**src/rtl/button_debouncer_pkg.sv**
```systemverilog
// rtl/button_debouncer_pkg.sv - shared state encodings, polarity constants and sizing helper
package button_debouncer_pkg;

    typedef enum logic [1:0] {
        IDLE_REL  = 2'd0,
        PRESS_CHK = 2'd1,
        PRESSED   = 2'd2,
        REL_CHK   = 2'd3
    } btn_state_e;

    localparam logic BTN_PRESSED  = 1'b0;
    localparam logic BTN_RELEASED = 1'b1;

    // Qualification counter width; never narrower than one bit.
    function automatic int cnt_width(input int cycles);
        return (cycles < 2) ? 1 : $clog2(cycles);
    endfunction

endpackage

```
**src/rtl/sync_chain.sv**
```systemverilog
// rtl/sync_chain.sv - parameterised async-reset flop chain for asynchronous pad inputs
module sync_chain #(
    parameter int   STAGES    = 2,
    parameter logic RESET_VAL = 1'b1
) (
    input  logic clk_i,
    input  logic rst_ni,
    input  logic d_i,
    output logic q_o
);

    logic [STAGES-1:0] sync_q;

    always_ff @(posedge clk_i or negedge rst_ni) begin
        if (!rst_ni) begin
            sync_q <= {STAGES{RESET_VAL}};
        end else begin
            sync_q <= {sync_q[STAGES-2:0], d_i};
        end
    end

    assign q_o = sync_q[STAGES-1];

endmodule

```
**src/rtl/button_debouncer.sv**
```systemverilog
// rtl/button_debouncer.sv - synchronise, debounce and glitch-count one active-low pushbutton
module button_debouncer
    import button_debouncer_pkg::*;
#(
    parameter int SYNC_STAGES     = 2,
    parameter int DEBOUNCE_CYCLES = 500000,
    parameter int GLITCH_W        = 8
) (
    input  logic                clk,
    input  logic                rst,
    input  logic                btn_raw,
    output logic                btn_clean,
    output logic                stable,
    output logic [GLITCH_W-1:0] glitch_cnt
);

    localparam int               CNT_W   = cnt_width(DEBOUNCE_CYCLES);
    localparam logic [CNT_W-1:0] CNT_MAX = CNT_W'(DEBOUNCE_CYCLES - 1);

    logic                btn_sync;
    btn_state_e          state_q, state_d;
    logic [CNT_W-1:0]    cnt_q, cnt_d;
    logic                clean_q, clean_d;
    logic [GLITCH_W-1:0] glitch_q, glitch_d;
    logic                glitch_hit;

    sync_chain #(
        .STAGES    (SYNC_STAGES),
        .RESET_VAL (BTN_RELEASED)
    ) u_sync (
        .clk_i  (clk),
        .rst_ni (rst),
        .d_i    (btn_raw),
        .q_o    (btn_sync)
    );

    always_comb begin
        state_d    = state_q;
        cnt_d      = cnt_q;
        glitch_hit = 1'b0;

        case (state_q)
            IDLE_REL: begin
                if (btn_sync == BTN_PRESSED) begin
                    state_d = PRESS_CHK;
                    cnt_d   = '0;
                end
            end
            PRESS_CHK: begin
                // A reverting sample wins even on the final qualifying edge.
                if (btn_sync == BTN_RELEASED) begin
                    state_d    = IDLE_REL;
                    cnt_d      = '0;
                    glitch_hit = 1'b1;
                end else if (cnt_q == CNT_MAX) begin
                    state_d = PRESSED;
                    cnt_d   = '0;
                end else begin
                    cnt_d = cnt_q + CNT_W'(1);
                end
            end
            PRESSED: begin
                if (btn_sync == BTN_RELEASED) begin
                    state_d = REL_CHK;
                    cnt_d   = '0;
                end
            end
            REL_CHK: begin
                if (btn_sync == BTN_PRESSED) begin
                    state_d    = PRESSED;
                    cnt_d      = '0;
                    glitch_hit = 1'b1;
                end else if (cnt_q == CNT_MAX) begin
                    state_d = IDLE_REL;
                    cnt_d   = '0;
                end else begin
                    cnt_d = cnt_q + CNT_W'(1);
                end
            end
            default: begin
                state_d = IDLE_REL;
                cnt_d   = '0;
            end
        endcase

        // The clean level follows the state being entered so both flops move together.
        clean_d = ((state_d == PRESSED) || (state_d == REL_CHK)) ? BTN_PRESSED : BTN_RELEASED;

        if (glitch_hit && (glitch_q != {GLITCH_W{1'b1}})) begin
            glitch_d = glitch_q + GLITCH_W'(1);
        end else begin
            glitch_d = glitch_q;
        end
    end

    always_ff @(posedge clk or negedge rst) begin
        if (!rst) begin
            state_q  <= IDLE_REL;
            cnt_q    <= '0;
            clean_q  <= BTN_RELEASED;
            glitch_q <= '0;
        end else begin
            state_q  <= state_d;
            cnt_q    <= cnt_d;
            clean_q  <= clean_d;
            glitch_q <= glitch_d;
        end
    end

    assign btn_clean  = clean_q;
    assign stable     = (state_q == IDLE_REL) || (state_q == PRESSED);
    assign glitch_cnt = glitch_q;

endmodule
```
**config.mk**
```make
export PLATFORM = sky130hd
export DESIGN_NAME = button_debouncer
export DESIGN_NICKNAME = d
export VERILOG_FILES = /design/src/rtl/button_debouncer_pkg.sv /design/src/rtl/sync_chain.sv /design/src/rtl/button_debouncer.sv
export SDC_FILE = /design/constraint.sdc
export NUM_CORES = 1
export LEC_CHECK = 0
export ABC_CLOCK_PERIOD_IN_PS = 2400
export CAP_MARGIN = 20
export CORE_MARGIN = 8
export CORE_UTILIZATION = 60
export CTS_BUF_LIST = sky130_fd_sc_hd__clkbuf_8
export CTS_CLUSTER_DIAMETER = 40
export DETAILED_ROUTE_END_ITERATION = 16
export GPL_ROUTABILITY_DRIVEN = 0
export GPL_TIMING_DRIVEN = 0
export PLACE_DENSITY = 0.91
export RECOVER_POWER = 100
export SLEW_MARGIN = 20
export SYNTH_ARGS = -nofsm -noshare
export SYNTH_HDL_FRONTEND = slang
export SYNTH_SLANG_ARGS = --single-unit
export TNS_END_PERCENT = 100
```
**constraint.sdc**
```tcl
create_clock -name clk -period 2.4 [get_ports clk]
set_input_delay 0.48 -clock clk [delete_from_list [all_inputs] [get_ports clk]]
set_output_delay 0.48 -clock clk [all_outputs]
set_load 0.01 [all_outputs]
```
# Word-level counts from Yosys, hierarchy flattened
# Cells that the tools add are included.
# W data, S select, Z words.
# totals
reg_bits	32
output_inout_bits	10
in_bits	3
elab_cells	38
# classes
reduce_logical	5
addsub	2
mux	17
eq_ne	9
# op_table
operator	n
$mux W19	5
$pmux W19 S4	1
$add A19 B1 Y19 const B	1
$eq A19 B19 Y1 const B	1
$mux W2	6
$add A8 B1 Y8 const B	1
$eq A2 B2 Y1 const B	4
$ne A8 B8 Y1 const B	1
$pmux W2 S4	1
$mux W1	3
$eq A2 B1 Y1 const B	1
$logic_not A2 Y1	1
$logic_or A1 B1 Y1	2
$ne A2 B1 Y1 const B	1
$ne A2 B2 Y1 const B	1
$pmux W1 S2	1
$reduce_and A2 Y1	1
$logic_and A1 B1 Y1	1

# Logic depth before layout (Yosys ltp)
# logic_depth
depth_word	7
depth_mapped	7

# Modules after synthesis
# From an unflattened synthesis, not the netlist that was laid out.
# hier_totals
cells_unflattened	175
hier_area_um2	1672.9
# modules_own_cells
mod	cells_each	area_per_inst_um2	n_inst
button_debouncer	173	1620.3	1
sync_chain	2	52.6	1

# Worst setup path after synthesis
# No wires, ideal clock.
# synth_timing
path_kind	register to register
from	register cnt_q[9]
to	register cnt_q[10]
slack_ns	0.248
arrival_time_ns	2.034
path_stages_with_launch	8
path_buffers	2
t_required_ns	2.282
cell_sequence	dfrtp_1 buf_6 or4_1 or4_4 o21ai_4 buf_6 o21ai_1 a21o_1
# synth_via
elab_chain_len	4
elab_cells_between_ends	6
cone_classes	add/sub: 1; eq/ne: 1; mux: 4
# synth_rtl
element	line	source
start, declared	button_debouncer.sv:22	logic [CNT_W-1:0] cnt_q, cnt_d;
start signal, assigned	button_debouncer.sv:104	cnt_q <= cnt_d;
$add A19 B1 Y19 / $eq A19 B19 Y1 (equally long branches)	-	
$mux W19 (*)	button_debouncer.sv:55, button_debouncer.sv:73	
$mux W19 (on tied branches)	button_debouncer.sv:69, button_debouncer.sv:51	
$pmux W19 S4 (*)	button_debouncer.sv:42	case (state_q)
# Every way passes the cells marked *; elsewhere a longest branch is shown, timed or not.
# A chain may end at the register's enable or synchronous reset.

# Final worst setup path
# layout_timing
from	register cnt_q[9]
to	register cnt_q[8]
# layout_via
elab_chain_len	4
elab_cells_between_ends	5
cone_classes	eq/ne: 1; mux: 4
# layout_rtl
element	line
$eq A19 B19 Y1 (*)	button_debouncer.sv:55, button_debouncer.sv:73
$mux W19 (*)	button_debouncer.sv:55, button_debouncer.sv:73
$mux W19 (on tied branches)	button_debouncer.sv:69, button_debouncer.sv:51
$pmux W19 S4 (*)	button_debouncer.sv:42
# Marked as above.

==> results by group <==
Synth
  • Synth cell types: 41
  • Mapped cell area: 1670 µm²
  • Combinational family with the most area after synthesis: simple AND/OR/NAND/NOR gates
  • Synth Register Bits: 32
  • Synth Area in XOR/XNOR: 5.24%
  • Mean Syn Cell Area: 9.60 µm²
  • Most common flop cell mapped by yosys: dfrtp_1
  • Complex-gate fraction of the synthesized area: 13.0%
  • Synth Area in Adders: 1.50%
  • Yosys warns: 0
  • EDFF count, synth: 0
  • Seq/Total Area, Yosys: 48.2%
  • Post-synthesis mux area share: 2.17%
  • Post-Syn Nets: 179
  • Async SR Flop Fraction: 100%
  • Post-synthesis simple-gate area fraction: 27.0%
  • Synth Instances: 174

Timing
  • Fmax: 433 MHz
  • Worst Tran Pin Value: 1.65 ns
  • Fin. max-slew vios: 33
  • RSZ-0062 raised after global routing: no
  • Hold_ws: 0.365 ns
  • Endpoints failing setup: 0
  • Tmin final: 2.31 ns
  • Final Hold Fails: 0
  • Slew margin rel.: -9.73%
  • Setup TNS: 0 ns
  • PnR worst setup slack: 0.0885 ns
  • Tcrit/Tclk final: 96.3%
  • Clk_skew: 0.0110 ns

Layout
  • Layout cells sized above 1: 8.25%
  • Filler instances: 211
  • Commonest non-fill, non-tap cells in the layout: dfrtp_1 (29), nand2_1 (22), nand3_1 (17), nor2_1 (13)
  • Final Cell Area: 1930 µm²
  • Most common cell after layout, fill and taps aside: dfrtp_1
  • Ant. Diodes: 0
  • Final Non-Filler Cells: 225
  • Final net count: 198
  • Final design utilization: 71.2%
  • Area delta synth->final: 15.6%

Clock network
  • Num CTS Buffers: 5
  • Hold-fix buffers, CTS: 0
  • # resized after CTS: 0
  • Clk slew on worst S/H paths: 0.08 ns
  • Root buffer cell: clkbuf_8
  • Clock sink count: 32
  • CTS tree: built
  • Post CTS Setup Buffer Count: 0
  • Htree depth: 2
  • Clk_lat worst skew: 0.29 ns
  • Longest Clk Path Bufs: 2

GRT
  • First-pass GRT wire length: 6450 µm
  • Number of global-route vias before repair: 1461
  • Total congestion overflow: 0
  • M1 GR Usage: 20.1%
  • Met3 Use GR: 7.92%
  • GRT Total Usage: 18.4%
  • Initial antenna violation count: 0
  • Met2 Use GR: 29.6%
  • Grt peak-use layer: met2
  • Largest net degree at the start of global routing: 33

Power and ir drop
  • Peak supply drop: 0.838 mV
  • P_leak: 0.808 nW
  • Pwr/cell area: 732 nW/µm²
  • Power Total: 1.41 mW

Floorplan
  • Die W: 68.8 µm
  • Die height: 68.8 µm
  • Initial Util: 61.6%
  • Site row count: 19
  • I/O pin count: 13
  • Core ar.: 2710 µm²
  • Die area: 4730 µm²

Drt
  • Detail-routed via count per cell: 6.35
  • Drt drc: 0
  • Routed WL: 3850 µm
  • DR iter-0 viols: 151
  • Vias: 1429
  • Routed Antenna Nets: 0
  • First-pass iteration count of the detailed router: 4
  • Avg WL per Cell: 17.1 µm

Critical path
  • Slowest stage delay, CP: 0.54 ns
  • Crit path max fanout: 10
  • Critical path cell sequence: buf_6 -> or4_1 -> or4_4 -> o21ai_4 -> buf_6 -> o21ai_1 -> a21o_1
  • CP startpoint kind: flop
  • Worst path required time: 2.59 ns
  • CP max-delay cell: or4_4
  • WS Path Type: reg -> reg
  • Most common cell type on the critical path: buf_6
  • Arrival time worst endpoint: 2.50 ns
  • Critical Path Sink Type: flop

Status
  • Failing checks: capacitance limit, slew limit
  • Run status: finished, violations left

Flow run
  • Max-cap viol count: 1

Placed design
  • Port bufs: 12
  • Setup WS pre-CTS: 0.129 ns
  • Placed cells: 217
  • Post-DP Area: 1820 µm²
  • Dpl hpwl: 2700 µm

Hold path
  • HP Class: reg -> reg
## critical path: cells and delay by family, from the launching register on
kind	cells	cell delay, ns
buffers and inverters	2	0.30
and+or+nand+nor	2	1.04
AOI/OAI and AO/OA	3	0.49
DFF	1	0.38
## logic make-up (layout without fill, tap and decap cells)
| group | count (synthesis) | in the layout |
|---|---|---|
| fa+ha+maj | 2 | 2 |
| mux | 3 | 3 |
| buf+inv | 9 | 29 |
| compound gates | 32 | 32 |
| flops | 32 | 32 |
| xor+xnor | 10 | 10 |
| simple gates | 86 | 86 |
## where the power goes
group          internal (mW)  switching (mW)  total, mW
sequential             0.593          0.0683      0.661
combinational          0.116           0.115      0.231
clock                  0.307           0.213      0.520
## area by class of cell
class	instances	area (µm²)	area share [%]
Clock buffer	5	68.8	3.56
Sequential cell	32	805	41.7
Clock inverter	3	42.5	2.20
Tap cell	31	38.8	2.01
Inverter	5	18.8	0.972
Timing Repair Buffer	12	114	5.90
Buffer	4	30.0	1.56
Multi-Input combinational cell	133	813	42.1
## cells in the mapped netlist (2+ instances only)
cell	count	share of area, %
inv_1	5	1.1
xor2_1	4	2.1
nand3_1	17	5.1
nor3_1	5	1.5
nor4_1	2	0.75
a31oi_1	2	0.75
nand4_1	6	2.2
o211ai_1	3	1.3
o21ai_0	8	2.4
nor3b_1	2	0.90
nand2_1	22	4.9
nor2_1	13	2.9
or3_1	2	0.75
a22o_1	3	1.6
ha_1	2	1.5
a21o_1	3	1.3
clkbuf_1	2	0.45
and3_1	4	1.5
o21ai_1	6	1.8
dfstp_2	3	4.7
nand4b_1	2	1.0
buf_6	2	1.3
xnor2_1	6	3.1
and4_1	2	1.0
dfrtp_1	29	43
or4_1	4	1.8
## layer usage
| metal | part of all wire [%] | up-vias |
|---|---|---|
| li1 | - | 678 |
| met1 | 42 | 690 |
| met2 | 48 | 49 |
| met3 | 7.5 | 12 |
| met4 | 2.2 | 0 |
| met5 | 0 | - |
## state kept, by name (all words and copies together), names as in the netlist
signal	cells
state_q	2
cnt_q	19
btn_clean	1
glitch_cnt	8
u_sync.sync_q	2
## worst paths after layout
kind / slack, ns / cells past startpoint / start / endpoint
min reg2reg: 0.36 / 0 / u_sync.sync_q[0]$_DFF_PN1_ / u_sync.sync_q[1]$_DFF_PN1_
min: 0.36 / 0 / u_sync.sync_q[0]$_DFF_PN1_ / u_sync.sync_q[1]$_DFF_PN1_
min in group asynchronous: 0.59 / 1 / rst / cnt_q[13]$_DFFE_PN0P_
max reg2reg: 0.09 / 7 / cnt_q[9]$_DFFE_PN0P_ / cnt_q[8]$_DFFE_PN0P_
max: 0.09 / 7 / cnt_q[9]$_DFFE_PN0P_ / cnt_q[8]$_DFFE_PN0P_
max in group asynchronous: 0.84 / 1 / rst / cnt_q[6]$_DFFE_PN0P_
No activity file was read; power rests on OpenSTA's default activity.
==> RTL change 1: new RTL, same flow settings <==
Re-encode `btn_state_e` (4 states) as one-hot, 4 bits wide.
--- a/src/rtl/button_debouncer_pkg.sv
+++ b/src/rtl/button_debouncer_pkg.sv
@@ -1,11 +1,11 @@
 // rtl/button_debouncer_pkg.sv - shared state encodings, polarity constants and sizing helper
 package button_debouncer_pkg;
 
-    typedef enum logic [1:0] {
-        IDLE_REL  = 2'd0,
-        PRESS_CHK = 2'd1,
-        PRESSED   = 2'd2,
-        REL_CHK   = 2'd3
+    typedef enum logic [3:0] {
+        IDLE_REL  = 4'b0001,
+        PRESS_CHK = 4'b0010,
+        PRESSED   = 4'b0100,
+        REL_CHK   = 4'b1000
     } btn_state_e;
 
     localparam logic BTN_PRESSED  = 1'b0;
Function: no difference found for any inputs over 10 cycles, from zero or initial values and one cycle with rst low; not proved beyond that.
==> RTL change 1 against the unedited design <==
Final area increased by 10%; area after synthesis is 13% higher; sequential share of layout area is 1.5 points lower; die area grew 9.9%; largest cell class unchanged; register-to-register slack improved by 0.13 ns; sequential cell count up 2; power down 6.0%; wire length up 1.8%; setup slack worse by 0.031 ns.
==> RTL change 1: results (changes against the unedited design) <==
- Outcome: finished, final reports clean
- Placed instance area: 0.00208 mm^2 (+14%)
- Global-route met3 utilization: 5.37% (-2.5 points)
- Placed Cells incl. Taps: 253 (+17%)
- Slew headroom: 37.7% (+47 points)
- Routed WL: 3.92 mm (+1.8%)
- Worst Skew: 0.00615 ns (-0.00482 ns)
- Num tapcells: 44 (+42%)
- Post-DP HPWL: 2.73 mm (+1.3%)
- Post-synth top cells: dfrtp_1, nand2_1, o21ai_0
- Routed wl met2: 1.86 mm (+0.11%)
- VDD IR max: 0.568 mV (-32%)
- Number of global-route vias before repair: 1555 (+6.4%)
- Met3 routed WL: 236 um (-18%)
- Clock buffer cells: 6 (+1)
- Layout cells sized above 1: 13.0% (+4.7 points)
- R2r setup slk: 0.22 ns (+0.13 ns)
- Mapped Nets: 201 (+12%)
- Via/cell ratio: 5.93 (-6.7%)
- Largest net degree at the start of global routing: 19 (-42%)
- Avg Inst Size Synth: 9.63 um^2 (+0.28%)
- Slowest library cell on the worst path: clkdlybuf4s50_1
- CP delay by family, top: buffers and inverters
- Fillers: 214 (+1.4%)
- RR Endpoint: cnt_q[3]$_DFFE_PN0P_
- Grt met1 use: 20.7% (+0.65 points)
- Fraction of area in multi-input gates: 44.6% (+2.5 points)
- Worst min path class: in -> async
- Seq cells: 34 (+6.3%)
- Vias post-DR: 1541 (+7.8%)
- GRT Util Overall: 17.1% (-1.3 points)
- WHS: 0.295 ns (-0.0701 ns)
- Lkg Pwr: 0.944 nW (+17%)
- DR iter-0 viols: 102 (-32%)
- Global-route wire length before repair: 7.04 mm (+9.1%)
- Post-synthesis sequential area ratio: 45.4% (-2.8 points)
- Met1 WL: 1.74 mm (+7.8%)
-- RTL change 1: cell count changes after synthesis, sizes merged, moves of 4 or more --
| cell | unedited run | this run |
|---|---|---|
| nand3 | 17 | 10 |
| and4 | 2 | 6 |
| and3 | 4 | 8 |
| buf | 2 | 8 |
| a21oi | 1 | 10 |
| nand2b | 0 | 7 |
| a31oi | 2 | 6 |
| or4 | 5 | 0 |
-- RTL change 1: stage by stage --
stage	setup WS (ns)	power (mW)	utilization (%)
2_1_floorplan	0.545	0.795	-
3_3_place_gp	0.179	0.893	68.1
3_5_place_dp	0.273	0.905	68.8
4_1_cts	0.0606	1.35	71.9
5_1_grt	0.000287	1.38	70.5
6_report	0.0575	1.33	70.5
-- RTL change 1: logic make-up after synthesis --
family / after synthesis / synth area share (%)
flops: 34 / 45.4
buf+inv: 12 / 3.58
compound gates: 49 / 17.3
simple gates: 84 / 25.3
mux: 2 / 1.13
fa+ha+maj: 2 / 1.33
xor+xnor: 13 / 6.03
-- RTL change 1: worst max path at each step --
| stage | cells after the start | slack, ns | start | to |
|---|---|---|---|---|
| 2_1_floorplan | 6 | 0.54 | cnt_q[0]$_DFFE_PN0P_ | state_q[1]$_DFF_PN0_ |
| 3_3_place_gp | 1 | 0.18 | rst | cnt_q[16]$_DFFE_PN0P_ |
| 3_5_place_dp | 6 | 0.27 | u_sync.sync_q[1]$_DFF_PN1_ | cnt_q[3]$_DFFE_PN0P_ |
| 4_1_cts | 4 | 0.06 | state_q[3]$_DFF_PN0_ | stable |
| 5_1_grt | 4 | 0.0003 | state_q[3]$_DFF_PN0_ | stable |
| 6_report | 4 | 0.06 | state_q[3]$_DFF_PN0_ | stable |
-- RTL change 1: power breakdown --
part           switching (mW)  internal [mW]
sequential             0.0362          0.610
clock                   0.223          0.231
combinational           0.118          0.110
==> RTL change 2: new RTL, same flow settings <==
Made on the original files. Change the parameter `SYNC_STAGES` from 2 to 4.
--- a/src/rtl/button_debouncer.sv
+++ b/src/rtl/button_debouncer.sv
@@ -2,7 +2,7 @@
 module button_debouncer
     import button_debouncer_pkg::*;
 #(
-    parameter int SYNC_STAGES     = 2,
+    parameter int SYNC_STAGES     = 4,
     parameter int DEBOUNCE_CYCLES = 500000,
     parameter int GLITCH_W        = 8
 ) (
Check against the original RTL: not equivalent (a bounded check fails within 4 cycles, from zero or initial values and one cycle with rst low).
==> RTL change 2 against the unedited design <==
Critical path depth unchanged; first-iteration DRC count down 25%; largest power group unchanged; wire length down 0.23%; area after synthesis up 5.2%; die area up 4.0%; power down 4.2%; setup slack better by 0.19 ns; final area up 2.4%; largest cell class is now sequential cells; sequential cell count up 2; the run still ends with capacitance limit, slew limit left.
==> RTL change 2: results (changes against the unedited design) <==
- Vias post-DR: 1445 (+1.1%)
- Root buf cell: clkbuf_8
- R2r setup slk: 0.28 ns (+0.19 ns)
- Clock transition at the registers of the reported paths: 0.07 ns
- GRT Util Overall: 16.5% (-1.8 points)
- TritonCTS Buffers: 5 (unchanged)
- # nets final: 196 (-1.0%)
- Post-synthesis sequential area ratio: 48.8% (+0.62 points)
- Internal: 973 uW (-4.2%)
- VDD IR max: 0.702 mV (-16%)
- Worst Skew: 0.00503 ns (-0.00593 ns)
- Antenna cells: 0 (unchanged)
- Worst min path class: reg -> reg
- Top cells by area, synth: dfrtp_1, dfstp_2, a21oi_1
- Layout cells sized above 1: 13.5% (+5.3 points)
- Post-synth top cells: dfrtp_1, nand2_1, a21oi_1
- Failing checks: capacitance limit, slew limit
- Initial antenna violation count: 0 (unchanged)
- Non-Filler Instances: 223 (-0.89%)
- Max-Cap Viols: 1 (unchanged)
- Largest net degree at the start of global routing: 35 (+6.1%)
- Number of global-route vias before repair: 1463 (+0.14%)
- Met2 Use GR: 25.6% (-4.0 points)
- RR Endpoint: cnt_q[10]$_DFFE_PN0P_
- Routed WL: 3.84 mm (-0.23%)
- PortBufs: 12 (unchanged)
- Fillers: 196 (-7.1%)
- Synth unique cells: 46 (+12%)
- CP max FO: 10 (unchanged)
- Grt met1 use: 20.6% (+0.49 points)
- Lkg Pwr: 0.852 nW (+5.4%)
- Avg Inst Size Synth: 10.2 um^2 (+6.4%)
- DRC: 0 (unchanged)
- Global-route wire length before repair: 6.73 mm (+4.3%)
- Outcome: finished, violations left
- CP arrival: 2.27 ns (-0.23 ns)
- Async set or reset register ratio after synthesis: 100% (unchanged)
- Post CTS Setup Buffer Count: 0 (unchanged)
- Crit path launch: cnt_q[0]$_DFFE_PN0P_
- Placed instance area: 0.00191 mm^2 (+4.7%)
- DR iter-0 viols: 114 (-25%)
- Post-DP HPWL: 2.69 mm (-0.51%)
- Mapped Nets: 177 (-1.1%)
- # resized after CTS: 0 (unchanged)
- Register name with the most flops: cnt_q
- Max clock buf depth: 2 (unchanged)
- Slew headroom: -15.7% (-5.9 points)
- Final Slew Violations: 35 (+6.1%)
- Top FF cell, synth: dfrtp_1
- Ys Warns: 0 (unchanged)
- 1st-pass router iterations: 4 (unchanged)
- Fin Setup TNS: 0 ns (unchanged)
- Global-route met3 utilization: 4.38% (-3.5 points)
- R2r worst-path depth: 7 (unchanged)
- Number of flip-flops in the largest register: 19 (unchanged)
-- RTL change 2: how the worst min path moves through the flow --
stage,end,depth (start not counted),start,slack [ns]
finish,u_sync.sync_q[3]$_DFF_PN1_,0,u_sync.sync_q[2]$_DFF_PN1_,0.36
global route,u_sync.sync_q[1]$_DFF_PN1_,0,u_sync.sync_q[0]$_DFF_PN1_,0.37
detailed placement,u_sync.sync_q[3]$_DFF_PN1_,0,u_sync.sync_q[2]$_DFF_PN1_,0.35
CTS,cnt_q[2]$_DFFE_PN0P_,1,rst,0.27
floorplan,cnt_q[0]$_DFFE_PN0P_,0,rst,0.18
global placement,u_sync.sync_q[1]$_DFF_PN1_,0,u_sync.sync_q[0]$_DFF_PN1_,0.35
-- RTL change 2: final cells by class --
type,instances,area (um^2),area share [%]
buffer,6,46.3,2.34
tap,31,38.8,1.96
clock buffer,6,82.6,4.18
clock inverter,2,8.76,0.443
sequential,34,857,43.4
multi-input combinational,126,807,40.8
inverter,6,22.5,1.14
timing repair buffer,12,114,5.76
-- RTL change 2: worst max-delay path: stages (launching register included) --
cell and delay [ns]:
dfrtp_1 0.43, ha_1 0.25, nand4_1 0.27, nor3_4 0.29
a31oi_2 0.26, buf_6 0.24, a21oi_1 0.13, mux2i_1 0.11
-- RTL change 2: power by group through the flow --
stage	logic [mW]	registers, mW	clock network (mW)
floorplan	0.0977	0.722	0
global placement	0.237	0.706	0
detailed placement	0.246	0.713	0
CTS	0.247	0.703	0.447
global route	0.249	0.707	0.460
finish	0.223	0.699	0.430
-- RTL change 2: through the flow --
step	setup slack, ns	util (%)
floorplan	0.602	-
global placement	0.249	68.9
finish	0.279	71.1
detailed placement	0.420	68.7
global route	0.168	71.1
CTS	0.407	72.0
-- RTL change 2: logic make-up (layout without fill, tap and decap cells) --
| logic type | count (synthesis) | after routing | share of synthesized area, % |
|---|---|---|---|
| mux | 4 | 4 | 2.35 |
| buf+inv | 12 | 32 | 3.92 |
| xor+xnor | 8 | 8 | 4.42 |
| simple gates | 72 | 72 | 24.0 |
| fa+ha+maj | 2 | 2 | 1.42 |
| flops | 34 | 34 | 48.8 |
| compound gates | 40 | 40 | 15.1 |
-- RTL change 2: metal layers --
metal / part of all wire [%] / wire, um
met1: 42 / 1600
met2: 49 / 1880
met3: 6.3 / 242
met4: 2.9 / 110
met5: 0 / 0
